[src/rtl/kws_nn_pkg.sv]
// kws_nn_pkg: shared bias-word geometry, FSM states and request-count clamp for the KWS NN datapath
package kws_nn_pkg;
  localparam int LANES = 36;
  localparam int DW = 8;
  localparam int BIAS_WORD_W = LANES * DW;
  localparam int BIAS_DEPTH = 13;
  localparam int AW = 4;
  localparam int CW = 6;
  localparam int ROM_LATENCY = 1;
  typedef enum logic [1:0] {IDLE, ADDR, CAPT, STREAM} state_e;
  function automatic logic [CW-1:0] clamp_count(input logic [CW-1:0] c);
    return (c == '0 || c > CW'(LANES)) ? CW'(LANES) : c;
  endfunction
endpackage

[src/rtl/bias_word_serializer.sv]
// bias_word_serializer: shifts a packed bias word out MSB lane first, one lane per accepted beat
module bias_word_serializer
  import kws_nn_pkg::*;
(
  input  logic                   clk,
  input  logic                   rst_n,
  input  logic                   load,
  input  logic                   active,
  input  logic [BIAS_WORD_W-1:0] word,
  input  logic [CW-1:0]          cnt,
  input  logic                   bias_ready,
  output logic                   bias_valid,
  output logic [DW-1:0]          bias_data,
  output logic [CW-1:0]          bias_lane,
  output logic                   bias_last,
  output logic                   done
);
  logic [BIAS_WORD_W-1:0] sh_q, sh_d;
  logic [CW-1:0] lane_q, lane_d;
  logic beat;
  always_comb begin
    beat = active && bias_ready;
    bias_valid = active;
    bias_data = sh_q[BIAS_WORD_W-1 -: DW];
    bias_lane = lane_q;
    bias_last = active && lane_q == cnt - 1'b1;
    done = beat && bias_last;
    sh_d = load ? word : beat ? sh_q << DW : sh_q;
    lane_d = load ? '0 : beat ? lane_q + 1'b1 : lane_q;
  end
  always_ff @(posedge clk) begin
    if (!rst_n) begin
      sh_q <= '0;
      lane_q <= '0;
    end else begin
      sh_q <= sh_d;
      lane_q <= lane_d;
    end
  end
endmodule

[src/rtl/bias_fetch_serializer.sv]
// bias_fetch_serializer: fetches a bias word from the registered ROM and streams its lanes on valid/ready
module bias_fetch_serializer
  import kws_nn_pkg::*;
(
  input  logic                   clk,
  input  logic                   rst_n,
  input  logic                   req_valid,
  output logic                   req_ready,
  input  logic [AW-1:0]          req_addr,
  input  logic [CW-1:0]          req_count,
  output logic [AW-1:0]          rom_addr,
  output logic                   rom_in_valid,
  input  logic [BIAS_WORD_W-1:0] rom_w,
  output logic                   bias_valid,
  input  logic                   bias_ready,
  output logic [DW-1:0]          bias_data,
  output logic [CW-1:0]          bias_lane,
  output logic                   bias_last,
  output logic                   err_addr
);
  state_e state_q, state_d;
  logic [AW-1:0] rom_addr_q, rom_addr_d;
  logic rom_in_valid_q, rom_in_valid_d, err_addr_q, err_addr_d;
  logic [CW-1:0] cnt_q, cnt_d;
  logic [1:0] wait_q, wait_d;
  logic accept, load, done;
  always_comb begin
    accept = req_valid && state_q == IDLE;
    state_d = state_q;
    rom_addr_d = rom_addr_q;
    rom_in_valid_d = 1'b0;
    err_addr_d = 1'b0;
    cnt_d = cnt_q;
    wait_d = wait_q;
    load = 1'b0;
    case (state_q)
      IDLE: if (accept) begin
        cnt_d = clamp_count(req_count);
        if (req_addr >= AW'(BIAS_DEPTH)) err_addr_d = 1'b1;
        else begin
          rom_addr_d = req_addr;
          rom_in_valid_d = 1'b1;
          wait_d = '0;
          state_d = ADDR;
        end
      end
      // one cycle for the ROM to sample the address, then ROM_LATENCY for the word
      ADDR: begin
        wait_d = wait_q + 1'b1;
        if (wait_q == 2'(ROM_LATENCY)) state_d = CAPT;
      end
      CAPT: begin
        load = 1'b1;
        state_d = STREAM;
      end
      STREAM: if (done) state_d = IDLE;
    endcase
  end
  always_ff @(posedge clk) begin
    if (!rst_n) begin
      state_q <= IDLE;
      rom_addr_q <= '0;
      rom_in_valid_q <= 1'b0;
      err_addr_q <= 1'b0;
      cnt_q <= '0;
      wait_q <= '0;
    end else begin
      state_q <= state_d;
      rom_addr_q <= rom_addr_d;
      rom_in_valid_q <= rom_in_valid_d;
      err_addr_q <= err_addr_d;
      cnt_q <= cnt_d;
      wait_q <= wait_d;
    end
  end
  assign req_ready = state_q == IDLE;
  assign rom_addr = rom_addr_q;
  assign rom_in_valid = rom_in_valid_q;
  assign err_addr = err_addr_q;
  bias_word_serializer u_ser (
    .clk        (clk),
    .rst_n      (rst_n),
    .load       (load),
    .active     (state_q == STREAM),
    .word       (rom_w),
    .cnt        (cnt_q),
    .bias_ready (bias_ready),
    .bias_valid (bias_valid),
    .bias_data  (bias_data),
    .bias_lane  (bias_lane),
    .bias_last  (bias_last),
    .done       (done)
  );
endmodule

[config.mk]
export PLATFORM = sky130hd
export DESIGN_NAME = bias_fetch_serializer
export DESIGN_NICKNAME = d
export VERILOG_FILES = /design/src/rtl/kws_nn_pkg.sv /design/src/rtl/bias_word_serializer.sv /design/src/rtl/bias_fetch_serializer.sv
export SDC_FILE = /design/constraint.sdc
export NUM_CORES = 1
export LEC_CHECK = 0
export ABC_CLOCK_PERIOD_IN_PS = 6600
export BUFFER_PORTS_ARGS = -buffer_cell sky130_fd_sc_hd__buf_2
export CORE_MARGIN = 2
export CORE_UTILIZATION = 30
export CTS_BUF_LIST = sky130_fd_sc_hd__clkbuf_8
export DETAILED_ROUTE_END_ITERATION = 7
export GPL_TIMING_DRIVEN = 1
export PLACE_DENSITY = 0.46
export SYNTH_ARGS = -nofsm -noshare
export SYNTH_HDL_FRONTEND = slang
export SYNTH_HIERARCHICAL = 1
export SYNTH_SLANG_ARGS = --single-unit
export TNS_END_PERCENT = 100
[constraint.sdc]
create_clock -name clk -period 6.6 [get_ports clk]
set_clock_uncertainty 0.2 [all_clocks]
set_input_delay 0.99 -clock clk [delete_from_list [all_inputs] [get_ports clk]]
set_output_delay 0.99 -clock clk [all_outputs]
set_load 0.1 [all_outputs]
==> results.md <==
* Post-layout instance area at 17900 um2
* Detailed Place HPWL at 27.8 mm
* Antenna violation net count after detailed routing at 0
* Result of the run: complete, no violations
* Final Hold Vio Count at 0
* Most used cells in the layout excluding fill and tap cells: sky130_fd_sc_hd__buf_2 (323), sky130_fd_sc_hd__nand2_1 (310), sky130_fd_sc_hd__dfxtp_1 (310), sky130_fd_sc_hd__o21ai_0 (295), sky130_fd_sc_hd__and2_1 (290)
* CP peak stage delay at 470 ps
* Post-synthesis instance total at 1718
* Quantity of hold-fixing buffers added after cts at 0
* Share of cells above drive strength 1 at 21.0%
* Placed instance area at 16700 um2
* CP Launch Type: register
* Avg Inst Size Synth at 8.61 um2
* Final sum of negative setup slack at 0 ps
* Syn. warnings at 6
* Total Die Area at 51100 um2
* Worst endpoint required time at 5410 ps
* Maximum number of pins on one net before global-route repair at 187
* Type of the worst min-delay path: register to register
* Layout overhead on the synthesized area at 21.3%
* Core footprint at 48800 um2
* Net count of the finished layout at 2282
* Worst-case clock buffer depth at 3
* Skew-Pair Late Insertion Delay at 640 ps
* Worst-path fanout max at 5
* Initial antenna violation count at 20
* Total nets after synthesis at 2028
* Count of buffers added by post-CTS timing repair for setup at 0
* Unrepaired setup endpoints after global routing: no
* Max capacitance violation total at 0
* Power density over the cells at 323 nW/um2
* Worst-Margin Slew at 1050 ps
* Peak Freq at 266 MHz
* Slew margin rel. at 29.7%
* Depth of the CTS H-tree at 2
* Count of final max-slew check failures at 0
* Final worst path period need at 3750 ps
* Detailed-route wire length per cell at 15.5 um
* Final estimated routing congestion in global placement at 0.742
* Cell row count at 81
* Vias at 12200
* CTS tree: yes
* Critical-path cell with the highest stage delay: sky130_fd_sc_hd__buf_2
* Worst reg2reg setup slack at 3520 ps
* Synthesis-stage register bit count at 310
* Die extent in x at 226 um
* Post-synthesis sequential area ratio at 42.0%
* Clock-pin slew on the worst setup and hold paths at 60 ps
* Violation count after the first detailed-routing iteration at 572
* Port Buffers at 324
* Initial standard-cell utilization of the core at 30.3%
* CP cell instances: inv_1 > ha_1 > nand2b_1 > a21boi_0 > o31ai_1 > nor3_1 > buf_2
* Vias in the first global route at 12000
* Finish-stage setup viols at 0
* Remaining DRCs at 0
* Leak pwr at 9.05 nW
* Worst endpoint data arrival time at 2560 ps
* Wire length of the first global-routing pass at 64.6 mm
* Detailed-router iteration count before antenna repair at 5
* Worst voltage drop across the vdd grid at 0.149 mV
* Count of clock tree sinks at 310
* Most frequent standard cell in the layout excluding fill and tap cells: sky130_fd_sc_hd__buf_2
* Count of cell types in the netlist at 40
* Clock tree root buffer cell: sky130_fd_sc_hd__clkbuf_8
* Vias per std cell at 4.52
* Global-route total usage across every layer at 16.0%
* Crit end category: output port
* Netlist area before placement at 14800 um2
* Period Utilization, post-route at 56.9%
* Critical Setup Path Class: register to output port
* CTS buffer count at 59
* Resized Gates After CTS at 0
* Layout filler cell count at 5229
* Sum of routed wire length over all layers at 41.8 mm
* Number of top-level pins at 325
* Overflow after GRT at 0
* Die Height at 226 um
## area by class of cell
cell class / instances / area, um2 / area share (%)
clock buffers: 76 / 1050 / 5.83
flip-flops and latches: 310 / 6210 / 34.6
clock inverters: 33 / 160 / 0.893
diodes: 11 / 27.5 / 0.153
inverters: 8 / 30.0 / 0.167
repair buffers: 334 / 1730 / 9.63
well taps: 664 / 831 / 4.63
multi-input cells: 1259 / 7910 / 44.1
## synth_stat cells (all sizes together)
cell type  count  share of area [%]
a2111oi        1               0.19
a21boi         3               0.15
a21oi          7               0.24
a31oi          1              0.042
and2         290                 12
and2b          1              0.059
and3           1              0.042
buf           76                2.8
clkbuf        65                1.6
dfxtp        310                 42
ha             8               0.68
inv            8               0.20
mux2i        282                 19
nand2        311                7.9
nand2b         3               0.13
nand3          6               0.20
nand3b         3               0.15
nand4          3               0.13
nor2          10               0.27
nor2b          2              0.085
nor3           4               0.14
nor4           2               0.13
o211a          1               0.12
o211ai         1              0.051
o21ai        297                 10
o221a          2               0.15
o22ai          2              0.085
o31ai          2               0.10
o32ai          1              0.059
or3            1              0.042
or4            1              0.051
xnor2          4               0.24
xor2           9               0.53
## power by group
part | internal (mW) | switching, mW
sequential | 2.19 | 0.196
combinational | 0.601 | 0.910
clock | 1.06 | 0.835
## per-layer routing
layer / GRT usage, % / vias up / share of wire (%)
li1: - / 6294 / -
met1: 20.4 / 5519 / 46
met2: 25.1 / 263 / 45
met3: 5.01 / 96 / 6.7
met4: 5.98 / 22 / 2.6
met5: 0 / - / 0.34
## worst paths after layout
check	endpoint	start	cells after the start
worst max-delay path	bias_last	cnt_q[0]	7
worst min register to register	rom_addr[1]	rom_addr[1]	2
worst min-delay path	rom_addr[1]	rom_addr[1]	2
worst max register to register	u_ser/sh_q[99]	state_q[1]	6
## critical path: cells and delay by family (launching register included)
family | cells | cell delay, ps
buffers and inverters | 2 | 540
AND/OR/NAND/NOR | 2 | 410
flip-flops | 1 | 400
AO/OA/AOI/OAI | 2 | 320
adder cells (fa/ha/maj) | 1 | 240
## cell families after synthesis
group | share of synthesized area [%]
muxes | 19.1
AOI/OAI and AO/OA | 11.2
xor gates and xnor gates | 0.770
buffers and inverters | 4.69
DFF | 42.0
and+or+nand+nor | 21.6
adders and majority gates | 0.677
## through the flow
step	hold slack (ps)	total power [mW]	std cells	setup WS, ps	util, %
2_1_floorplan	248	3.58	1718	1860	-
3_3_place_gp	259	3.92	2575	3100	34.2
3_5_place_dp	274	3.96	2575	3080	34.2
4_1_cts	282	5.91	2684	2740	36.7
5_1_grt	298	6.23	2688	2650	36.7
6_report	282	5.80	2695	2850	36.7
## flip-flops by register name, summed over array words and instances (netlist names)
register and count:
cnt_q 6, u_ser/bias_lane 6, u_ser/sh_q 288, err_addr 1
rom_in_valid 1, wait_q 2, rom_addr 4, state_q 2
(Power assumes the default switching activity.)
